$ cat config.mk
export PLATFORM = sky130hd
export DESIGN_NAME = restador_serial
export DESIGN_NICKNAME = d
export VERILOG_FILES = /design/src/rtl/restador_pkg.sv /design/src/rtl/restador_serial_sumador_completo.sv /design/src/rtl/restador_serial.sv
export SDC_FILE = /design/constraint.sdc
export NUM_CORES = 1
export LEC_CHECK = 0
export BUFFER_PORTS_ARGS = -buffer_cell sky130_fd_sc_hd__clkbuf_2
export CORE_MARGIN = 8
export CORE_UTILIZATION = 52
export CTS_BUF_LIST = sky130_fd_sc_hd__clkbuf_8 sky130_fd_sc_hd__clkbuf_16
export DETAILED_ROUTE_END_ITERATION = 12
export PLACE_DENSITY = 0.74
export RECOVER_POWER = 50
export SLEW_MARGIN = 20
export SYNTH_ARGS = -nofsm -noshare
export SYNTH_HDL_FRONTEND = slang
export SYNTH_SLANG_ARGS = --single-unit
export TNS_END_PERCENT = 10
$ cat constraint.sdc
create_clock -name clk -period 1.7 [get_ports clk]
set_clock_uncertainty 0.1 [all_clocks]
set_input_delay 0.51 -clock clk [delete_from_list [all_inputs] [get_ports clk]]
set_output_delay 0.51 -clock clk [all_outputs]
set_load 0.01 [all_outputs]
$ cat src/rtl/restador_pkg.sv
// Shared types and defaults for the bit-serial subtractor restador_serial.
package restador_pkg;

   typedef enum logic [1:0] {
      IDLE  = 2'd0,
      SHIFT = 2'd1,
      DONE  = 2'd2
   } state_t;

   localparam int unsigned N_DEFAULT = 4;

endpackage : restador_pkg

$ cat src/rtl/restador_serial_sumador_completo.sv
// One-bit full adder used as the serial bit cell of restador_serial.
module sumador_completo (
   input  logic a,
   input  logic b,
   input  logic cin,
   output logic s,
   output logic cout
);

   always_comb begin
      s    = a ^ b ^ cin;
      cout = (a & b) | (a & cin) | (b & cin);
   end

endmodule : sumador_completo

$ cat src/rtl/restador_serial.sv
// Bit-serial N-bit subtractor (A - B = A + ~B + 1, LSB first) with start/busy/done handshake.
// Optional signed-overflow output enabled by defining RESTADOR_OVF_EN.
module restador_serial
   import restador_pkg::*;
#(
   parameter int unsigned N = N_DEFAULT
) (
   input  logic         clk,
   input  logic         rst,
   input  logic         start,
   input  logic [N-1:0] a,
   input  logic [N-1:0] b,
   output logic         busy,
   output logic         done,
   output logic [N-1:0] result,
   output logic         borrow,
   output logic         zero
`ifdef RESTADOR_OVF_EN
   ,
   output logic         ovf
`endif
);

   localparam int unsigned CW = (N > 1) ? $clog2(N) : 1;
   localparam logic [CW-1:0] CNT_LAST = CW'(N - 1);

   state_t         state_q, state_d;
   logic [N-1:0]   a_sh_q, a_sh_d;
   logic [N-1:0]   b_sh_q, b_sh_d;
   logic           carry_q, carry_d;
   logic [CW-1:0]  cnt_q, cnt_d;
   logic [N-1:0]   result_q, result_d;
   logic           borrow_q, borrow_d;
   logic           zero_q, zero_d;
`ifdef RESTADOR_OVF_EN
   logic           ovf_q, ovf_d;
`endif

   logic fa_s;
   logic fa_cout;

   sumador_completo u_bit_cell (
      .a    (a_sh_q[0]),
      .b    (b_sh_q[0]),
      .cin  (carry_q),
      .s    (fa_s),
      .cout (fa_cout)
   );

   always_comb begin
      state_d  = state_q;
      a_sh_d   = a_sh_q;
      b_sh_d   = b_sh_q;
      carry_d  = carry_q;
      cnt_d    = cnt_q;
      result_d = result_q;
      borrow_d = borrow_q;
      zero_d   = zero_q;
`ifdef RESTADOR_OVF_EN
      ovf_d    = ovf_q;
`endif
      case (state_q)
         IDLE: begin
            if (start) begin
               state_d  = SHIFT;
               a_sh_d   = a;
               b_sh_d   = ~b;
               carry_d  = 1'b1;
               cnt_d    = '0;
               result_d = '0;
               borrow_d = 1'b0;
               zero_d   = 1'b0;
`ifdef RESTADOR_OVF_EN
               ovf_d    = 1'b0;
`endif
            end
         end
         SHIFT: begin
            a_sh_d   = a_sh_q >> 1;
            b_sh_d   = b_sh_q >> 1;
            carry_d  = fa_cout;
            // Sum bit enters at the MSB; written as shift/OR so N=1 needs no special slice.
            result_d = (result_q >> 1) | (N'(fa_s) << (N - 1));
            cnt_d    = cnt_q + CW'(1);
            if (cnt_q == CNT_LAST) begin
               state_d  = DONE;
               borrow_d = ~fa_cout;
               zero_d   = (result_d == '0);
`ifdef RESTADOR_OVF_EN
               // On the MSB step carry_q is the carry into the MSB.
               ovf_d    = carry_q ^ fa_cout;
`endif
            end
         end
         DONE: begin
            state_d = IDLE;
         end
         default: begin
            state_d = IDLE;
         end
      endcase
   end

   always_ff @(posedge clk or posedge rst) begin
      if (rst) begin
         state_q  <= IDLE;
         a_sh_q   <= '0;
         b_sh_q   <= '0;
         carry_q  <= 1'b0;
         cnt_q    <= '0;
         result_q <= '0;
         borrow_q <= 1'b0;
         zero_q   <= 1'b0;
`ifdef RESTADOR_OVF_EN
         ovf_q    <= 1'b0;
`endif
      end else begin
         state_q  <= state_d;
         a_sh_q   <= a_sh_d;
         b_sh_q   <= b_sh_d;
         carry_q  <= carry_d;
         cnt_q    <= cnt_d;
         result_q <= result_d;
         borrow_q <= borrow_d;
         zero_q   <= zero_d;
`ifdef RESTADOR_OVF_EN
         ovf_q    <= ovf_d;
`endif
      end
   end

   always_comb begin
      busy   = (state_q != IDLE);
      done   = (state_q == DONE);
      result = result_q;
      borrow = borrow_q;
      zero   = zero_q;
`ifdef RESTADOR_OVF_EN
      ovf    = ovf_q;
`endif
   end

endmodule : restador_serial

==> reports/results.ini, run 1 <==
[global_route]
grt_max_degree=20
grt_usage_pct=11.44
grt_pass1_wl_mm=2.987
grt_pass1_vias=678
antenna_found_initial=0
overflow=0

[yosys]
synthMuxAreaShare_pct=1.075
ys_seq_elements=19
ys_top_cells_by_count=dfrtp_1, nand2_1, o21ai_1, inv_1
synthXorXnorAreaFrac_pct=0
async_flop_share_pct=100.0
synthDistinctLibCells=29
synth_compound_area_share_pct=21.10
syn_avg_cell_area_um2=10.95
synth_fa_ha_area_share_pct=3.495
synth_edf_count=0
yosysMostFrequentCell=dfrtp_1
yosys_warnings=0
synth_top_family_by_area=compound AO/OA/AOI/OAI gates
ys_seq_area_share_pct=51.08
yosys_most_used_dff=dfrtp_1
synthCells=85
yosys.area_share.simple_pct=15.86
synthesis.nets=98
netlist.area_leader.share_pct=51.08
synthTopCellsByArea=dfrtp_1, buf_6, nand2_1
netlist_area_um2=930.9
synth_top_area_cell=dfrtp_1

[place]
hpwl_mm=1.361
dpl_cell_area_mm2=0.001032
placed_cells=127
place_ws_ns=0.1574
port_buffers=18
gp_congestion=0.7355

[sta]
tightestPinTransition_ns=1.000
fmax_ghz=0.5968
hold_viol_final=0
rsz0062_at_grt=true
holdWs_ns=0.3812
finalMaxSlewViolations=0
setup_viol=0
period_share_pct=98.57
slew_headroom_pct=33.31
fin_crit_ns=1.676
timing.setup.tns_ns=0
fin_ws_ns=0.02433

[route]
via_per_inst=5.111
totalWireLength_mm=1.884
first_iter_violations=8
vias=690
drc=0
wl_per_cell_um=13.96
ant_nets=0
drt_pass1_iterations=4

[critical_path]
timing.rr.start=state_q[1]$_DFFE_PP0P_
critPathKind=flop to output port
cp.required_ns=1.09
cp_slowest_stage_delay_ns=0.41
path_cells=or2_1 > clkbuf_2
critPathTopFamily=flip-flops
worst_path_max_delay_cell=dfrtp_1
critPathCaptureType=output port
cp.arrival_ns=1.07
critical_path.startpoint=state_q[1]$_DFFE_PP0P_
crit_buf_inv=1
cp-start-kind=flop
crit_path_max_fanout=3

[cells_and_area]
nets=124
multi_input_area_um2=386.6
area_growth_pct=18.41
instances_no_fill=135
final_cell_area_mm2=0.001102
antenna_cells=0
drive_above_1_share_pct=33.64
ff_latch_area_um2=475.5
fillers=145

[floorplanning]
core_area_mm2=0.001708
io_pins=19
dieHeight_um=58.31
fp.dieW_um=58.31
dieArea_mm2=0.003400
floorplan.initialDensity_pct=54.51
num_rows=15

[clocking]
post_cts_buffers=1
cts_max_path_buffers=2
path_clk_slew_ns=0.07
cts_sinks=19
cts_inserted_buffers=3
ctsHoldBuffers=0
insertion_delay_ns=0.26
htree_levels=1
ctsResizeCount=0
cts_tree=yes
cts-root-buf=clkbuf_8

[worst_hold_path]
hold_start=a[3]
min_path_type=input pin to flop

[pwr]
power_density_mw_per_mm2=1823
leakage_nw=0.5502
ir_drop_v=0.0008136

[run]
drv_cap=0

[status]
status=finished clean

## where the power goes
| group | internal, W | total, W | switching (W) |
|---|---|---|---|
| sequential | 0.000646 | 0.000778 | 0.000133 |
| combinational | 0.000446 | 0.000916 | 0.000470 |
| clock | 0.000163 | 0.000315 | 0.000152 |
## layout make-up
class | instances | area share [%]
Inverter | 5 | 1.703
Timing Repair Buffer | 26 | 13.05
Clock buffer | 3 | 3.746
Sequential cell | 19 | 43.13
Clock inverter | 1 | 0.4540
Multi-Input combinational cell | 56 | 35.07
Tap cell | 25 | 2.838
## flip-flops by register name, summed over array words and instances (netlist names)
name,flops
cnt_q,2
carry_q,1
zero,1
result,4
borrow,1
a_sh_q,4
state_q,2
b_sh_q,4
## cell usage in the layout, fill, tap and decap left out, types with 2 or more instances in the layout
master / netlist / final
a21oi_1: 3 / 3
a22o_2: 4 / 4
a2bb2oi_1: 2 / 2
and3b_1: 3 / 3
buf_4: 0 / 7
clkbuf_1: 0 / 3
clkbuf_2: 0 / 16
clkbuf_8: 0 / 3
dfrtp_1: 19 / 19
inv_1: 5 / 5
nand2_1: 12 / 12
nand2b_1: 2 / 2
nor2_1: 2 / 2
nor2b_1: 2 / 2
o21ai_0: 3 / 3
o21ai_1: 7 / 7
o21ai_2: 2 / 2
## cells by family (layout without fill, tap and decap cells)
logic type | Yosys count | in the layout
AO/OA/AOI/OAI | 26 | 26
adder cells (fa/ha/maj) | 2 | 2
buffers and inverters | 10 | 35
flip-flops | 19 | 19
multiplexers | 1 | 1
AND/OR/NAND/NOR | 27 | 27
## final timing paths
check | cells after the start | end | slack, ns
hold reg to reg | 2 | b_sh_q[2]$_DFFE_PP0P_ | 0.39
min in group asynchronous | 3 | a_sh_q[2]$_DFFE_PP0P_ | 0.42
hold / removal | 3 | a_sh_q[3]$_DFFE_PP0P_ | 0.38
setup / recovery | 2 | busy | 0.02
max in group asynchronous | 3 | result[3]$_DFFE_PP0P_ | 0.47
setup reg to reg | 6 | zero$_DFFE_PP0P_ | 0.10
## per-stage QoR
| step | total power (W) | util (%) |
|---|---|---|
| global placement | 0.001621 | 60.44 |
| global route | 0.002147 | 64.54 |
| CTS | 0.001994 | 63.59 |
| floorplan | 0.001446 | - |
| detailed placement | 0.001661 | 60.44 |
| finish | 0.002009 | 64.54 |
## worst register-to-register path, cell delays in order (launching register included)
cell      delay (ns)
dfrtp_1         0.41
buf_4           0.15
buf_4           0.12
buf_4           0.13
o21bai_4        0.25
o21ai_0         0.23
nand2_1         0.09
## layer usage
metal | track usage, % | up-vias | share of wire, %
met5 | 0 | - | 0
met4 | 7.343 | 0 | 2.2
met3 | 3.696 | 5 | 4.5
met2 | 17.64 | 17 | 46
met1 | 13.35 | 325 | 47
li1 | - | 343 | -
Power figures use the tool's default switching activity.
==> run 2: changes to the inputs <==
--- a/config.mk
+++ b/config.mk
@@ -7,10 +7,10 @@
 export LEC_CHECK = 0
 export BUFFER_PORTS_ARGS = -buffer_cell sky130_fd_sc_hd__clkbuf_2
 export CORE_MARGIN = 8
-export CORE_UTILIZATION = 52
+export CORE_UTILIZATION = 56
 export CTS_BUF_LIST = sky130_fd_sc_hd__clkbuf_8 sky130_fd_sc_hd__clkbuf_16
 export DETAILED_ROUTE_END_ITERATION = 12
-export PLACE_DENSITY = 0.74
+export PLACE_DENSITY = 0.79
 export RECOVER_POWER = 50
 export SLEW_MARGIN = 20
 export SYNTH_ARGS = -nofsm -noshare
==> constraint.sdc (replaced) <==
create_clock -name clk -period 2.18 [get_ports clk]
set_clock_uncertainty 0.1 [all_clocks]
set_input_delay 0.654 -clock clk [delete_from_list [all_inputs] [get_ports clk]]
set_output_delay 0.654 -clock clk [all_outputs]
set_load 0.01 [all_outputs]
==> run 2 against run 1 <==
Effect of this change:
- combinational power shrank 30%
- power shrank 26%
- via count fell by 4.1%
- critical path depth stayed put
- sequential power down 22%
- final cell count is 9.6% lower
- clock-buffer cell count is the same
- largest cell class unchanged
- routed wire length down 9.0%
- critical endpoint unchanged
- worst setup slack better by 0.29 ns
- die area shrank 5.2%
==> reports/results.ini, run 2 (synthesis gave the netlist of run 1 again) <==
[status]
status=finished clean

[route]
ant_nets=0  ; unchanged
via_per_inst=5.426  ; +6.2%
drt_pass1_iterations=4  ; unchanged
wl_per_cell_um=14.06  ; +0.73%
vias=662  ; -4.1%
first_iter_violations=14  ; +6
drc=0  ; unchanged
totalWireLength_mm=1.715  ; -9.0%

[critical_path]
cp.arrival_ns=1.12  ; +0.05 ns
cp-start-kind=flop
critPathCaptureType=output port
crit_path_max_fanout=7  ; +4
critPathKind=flop to output port
cp.required_ns=1.43  ; +0.34 ns

[clocking]
insertion_delay_ns=0.26  ; about the same
cts_inserted_buffers=3  ; unchanged
path_clk_slew_ns=0.07  ; about the same
cts-root-buf=clkbuf_8
ctsResizeCount=0  ; unchanged
cts_tree=yes
htree_levels=1  ; unchanged
cts_sinks=19  ; unchanged
cts_max_path_buffers=2  ; unchanged
ctsHoldBuffers=0  ; unchanged
post_cts_buffers=0  ; -1

[place]
dpl_cell_area_mm2=0.001021  ; -1.1%
gp_congestion=0.7824  ; +6.4%
port_buffers=18  ; unchanged
hpwl_mm=1.278  ; -6.1%

[sta]
fin_crit_ns=1.870
fmax_ghz=0.5348
rsz0062_at_grt=false
timing.setup.tns_ns=0  ; unchanged
setup_viol=0  ; unchanged
hold_viol_final=0  ; unchanged
period_share_pct=85.78
finalMaxSlewViolations=0  ; unchanged
tightestPinTransition_ns=1.005  ; +0.004880 ns
slew_headroom_pct=32.99  ; -0.33 points

[floorplanning]
dieHeight_um=56.77  ; -2.6%
fp.dieW_um=56.77  ; -2.6%
floorplan.initialDensity_pct=60.39  ; +5.9 points
io_pins=19  ; unchanged
dieArea_mm2=0.003223  ; -5.2%
core_area_mm2=0.001541  ; -9.7%
num_rows=14  ; -1

[global_route]
antenna_found_initial=0  ; unchanged
grt_pass1_vias=698  ; +2.9%
overflow=0  ; unchanged
grt_pass1_wl_mm=3.077  ; +3.0%
grt_max_degree=20  ; unchanged
grt_usage_pct=11.58  ; +0.14 points

[cells_and_area]
ff_latch_area_um2=475.5  ; unchanged
nets=120  ; -3.2%
final_cell_area_mm2=0.001052  ; -4.5%
area_growth_pct=13.04
antenna_cells=0  ; unchanged
fillers=131  ; -9.7%
multi_input_area_um2=379.1  ; -1.9%
layout_common_cells=dfrtp_1, clkbuf_2, nand2_1
final_core_utilization_pct=68.26  ; +3.7 points
drive_above_1_share_pct=32.08  ; -1.6 points
final_common_cell=dfrtp_1

[run]
drv_cap=0  ; unchanged

[pwr]
ir_drop_v=0.0007430  ; -8.7%
leakage_nw=0.5320  ; -3.3%
power_density_mw_per_mm2=1419  ; -22%
power_w=0.001494  ; -26%

[worst_hold_path]
min_path_type=flop to flop

run 2: stage by stage:
stage	std cells	hold WS, ns	setup WS [ns]
global placement	118	0.3698	0.5924
global route	122	0.4102	0.2555
floorplan	85	0.3513	0.5750
CTS	122	0.2888	0.2925
detailed placement	118	0.3729	0.5838
finish	122	0.3820	0.3100
run 2: report_power, final:
group	total, W	internal (W)	switching [W]
logic	0.000644	0.000309	0.000336
registers	0.000603	0.000503	0.0000995
clock network	0.000246	0.000127	0.000119
total	0.00149	0.000939	0.000555
run 2: final cells by class:
type | count | area share (%)
clock buffer | 3 | 3.924
clock inverter | 1 | 0.4756
inverter | 5 | 1.784
multi-input combinational | 56 | 36.03
sequential | 19 | 45.18
tap | 16 | 1.902
timing repair buffer | 22 | 10.70
run 2: routing by layer:
| metal | global-route usage, % | routed length [um] | part of all wire (%) |
|---|---|---|---|
| met5 | 0 | 0 | 0 |
| met4 | 5.034 | 25 | 1.5 |
| met3 | 3.820 | 77 | 4.5 |
| met2 | 18.81 | 816 | 48 |
| met1 | 13.49 | 796 | 46 |
run 2: path summary, 6_finish.rpt:
path,startpoint,endpoint,slack (ns),cells after the start
worst max-delay path,state_q[1]$_DFFE_PP0P_,busy,0.31,2
worst min-delay path,cnt_q[0]$_DFFE_PP0P_,cnt_q[0]$_DFFE_PP0P_,0.38,1
worst max register to register,state_q[0]$_DFFE_PP0P_,zero$_DFFE_PP0P_,0.63,4
worst min register to register,cnt_q[0]$_DFFE_PP0P_,cnt_q[0]$_DFFE_PP0P_,0.38,1
max in group asynchronous,rst,result[2]$_DFFE_PP0P_,0.81,3
min in group asynchronous,rst,b_sh_q[1]$_DFFE_PP0P_,0.56,3
run 2: critical path: stages (launching register included):
cell and delay (ns):
dfrtp_1 0.43, or2_1 0.28, clkbuf_2 0.14
==> run 3: changes to the inputs <==
--- a/config.mk
+++ b/config.mk
@@ -7,11 +7,13 @@
 export LEC_CHECK = 0
 export BUFFER_PORTS_ARGS = -buffer_cell sky130_fd_sc_hd__clkbuf_2
 export CORE_MARGIN = 8
-export CORE_UTILIZATION = 56
+export CORE_UTILIZATION = 52
 export CTS_BUF_LIST = sky130_fd_sc_hd__clkbuf_8 sky130_fd_sc_hd__clkbuf_16
+export CTS_CLUSTER_DIAMETER = 30
 export DETAILED_ROUTE_END_ITERATION = 12
-export PLACE_DENSITY = 0.79
+export PLACE_DENSITY = 0.74
 export RECOVER_POWER = 50
+export SKIP_LAST_GASP = 1
 export SLEW_MARGIN = 20
 export SYNTH_ARGS = -nofsm -noshare
 export SYNTH_HDL_FRONTEND = slang
==> constraint.sdc (replaced) <==
create_clock -name clk -period 2.02 [get_ports clk]
set_clock_uncertainty 0.1 [all_clocks]
set_input_delay 0.606 -clock clk [delete_from_list [all_inputs] [get_ports clk]]
set_output_delay 0.606 -clock clk [all_outputs]
set_load 0.01 [all_outputs]
==> run 3 against run 2 <==
Effect of this change:
- via count is 1.2% higher
- clock power is 5% higher
- highest routed layer unchanged
- clock-buffer cell count stayed put
- die area is 5.5% higher
- critical path type unchanged
- global-route usage is 0.57 points lower
==> reports/results.ini, run 3 (synthesis gave the netlist of run 1 again) <==
[critical_path]
timing.rr.start=state_q[0]$_DFFE_PP0P_
cp_slowest_stage_delay_ns=0.48  ; +0.05 ns
cp.required_ns=1.31  ; -0.12 ns
cp-start-kind=flop
critPathCaptureType=output port
crit_path_max_fanout=10  ; +3
critical_path.startpoint=state_q[1]$_DFFE_PP0P_
path_cells=or2_1 > clkbuf_2
cp.arrival_ns=1.17  ; +0.05 ns
critPathKind=flop to output port
worst_path_max_delay_cell=dfrtp_1

[route]
drt-met1-wl_um=823  ; +3.4%
wl_met2_um=836  ; +2.5%
via_per_inst=5.154  ; -5.0%
ant_nets=0  ; unchanged
routed.top_layer=met4
wl_met3_um=86  ; +12%
drt_pass1_iterations=4  ; unchanged
first_iter_violations=11  ; -3
drc=0  ; unchanged
totalWireLength_mm=1.768  ; +3.1%
vias=670  ; +1.2%
wl_per_cell_um=13.60  ; -3.3%

[global_route]
grt_max_degree=20  ; unchanged
overflow=0  ; unchanged
grt_pass1_vias=648  ; -7.2%
grt_pass1_wl_mm=2.891  ; -6.0%
antenna_found_initial=0  ; unchanged
grt_usage_pct=11.02  ; -0.57 points

[cells_and_area]
nets=119  ; -0.83%
final_common_cell=dfrtp_1
antenna_cells=0  ; unchanged
layout_common_cells=dfrtp_1, clkbuf_2, nand2_1
final_cell_area_mm2=0.001059  ; +0.59%
area_growth_pct=13.71
drive_above_1_share_pct=29.52  ; -2.6 points

[place]
hpwl_mm=1.298  ; +1.6%
port_buffers=18  ; unchanged
dpl_cell_area_mm2=0.001025  ; +0.37%
gp_congestion=0.7700  ; -1.6%

[sta]
hold_viol_final=0  ; unchanged
fin_crit_ns=1.876
setup_viol=0  ; unchanged
rsz0062_at_grt=false
holdWs_ns=0.3832  ; +0.001225 ns
timing.setup.tns_ns=0  ; unchanged
period_share_pct=92.86
tightestPinTransition_ns=0.9898  ; -0.01543 ns
fmax_ghz=0.5331
slew_headroom_pct=34.02  ; +1.0 points
finalMaxSlewViolations=0  ; unchanged

[floorplanning]
num_rows=15  ; +1
core_area_mm2=0.001708  ; +11%
dieArea_mm2=0.003400  ; +5.5%
dieHeight_um=58.31  ; +2.7%
io_pins=19  ; unchanged
fp.dieW_um=58.31  ; +2.7%
floorplan.initialDensity_pct=54.51  ; -5.9 points

[clocking]
ctsHoldBuffers=0  ; unchanged
cts_max_path_buffers=2  ; unchanged
insertion_delay_ns=0.25  ; about the same
cts_sinks=19  ; unchanged
htree_levels=1  ; unchanged
post_cts_buffers=0  ; unchanged
cts-root-buf=clkbuf_8
ctsResizeCount=0  ; unchanged
cts_inserted_buffers=3  ; unchanged
cts_tree=yes
path_clk_slew_ns=0.07  ; about the same

[worst_hold_path]
min_path_type=flop to flop
hold_start=b_sh_q[2]$_DFFE_PP0P_

[pwr]
ir_drop_v=0.0006315  ; -15%
leakage_nw=0.5209  ; -2.1%
power_density_mw_per_mm2=1524  ; +7.4%

[run]
drv_cap=0  ; unchanged

[status]
status=finished clean

==> run 3: cell count changes in the layout (fill, tap and decap cells not counted), sizes merged <==
| cell | before | now |
|---|---|---|
| clkbuf | 23 | 24 |
| buf | 2 | 0 |
==> run 3: final timing paths <==
kind / to / slack (ns) / cells after the start
setup / recovery: busy / 0.14 / 2
hold / removal: b_sh_q[2]$_DFFE_PP0P_ / 0.38 / 2
setup reg to reg: result[2]$_DFFE_PP0P_ / 0.28 / 3
hold reg to reg: b_sh_q[2]$_DFFE_PP0P_ / 0.38 / 2
max in group asynchronous: a_sh_q[0]$_DFFE_PP0P_ / 0.70 / 3
min in group asynchronous: zero$_DFFE_PP0P_ / 0.52 / 3
==> run 3: area by class of cell <==
cell class	instances	area, um^2
Tap cell	25	31.28
Multi-Input combinational cell	56	386.6
Clock inverter	1	5.005
Timing Repair Buffer	21	100.1
Fill cell	146	649.4
Clock buffer	3	41.29
Inverter	5	18.77
Sequential cell	19	475.5
==> run 3: per-layer routing <==
layer  GRT usage [%]  up-vias
li1                -      333
met1           14.06      313
met2           16.69       20
met3           3.043        4
met4           5.245        0
met5               0        -
==> run 3: worst max-delay path, delay by kind of cell (launching register included) <==
family / cells / cell delay [ns]
buf+inv: 1 / 0.14
flops: 1 / 0.48
simple gates: 1 / 0.30
==> run 3: power by group <==
| part | leakage, nW | switching [W] | internal [W] |
|---|---|---|---|
| Clock | 0.0255 | 0.000122 | 0.000137 |
| Combinational | 0.251 | 0.000363 | 0.000321 |
| Sequential | 0.245 | 0.000127 | 0.000543 |
==> run 3: per-stage QoR <==
stage	utilization (%)	setup WS, ns	std cells	total power (W)
floorplan	-	0.4630	85	0.001217
global placement	60.00	0.4348	126	0.001353
detailed placement	60.00	0.4119	126	0.001375
CTS	62.71	0.1261	130	0.001644
global route	61.98	0.1118	130	0.001731
finish	61.98	0.1443	130	0.001613
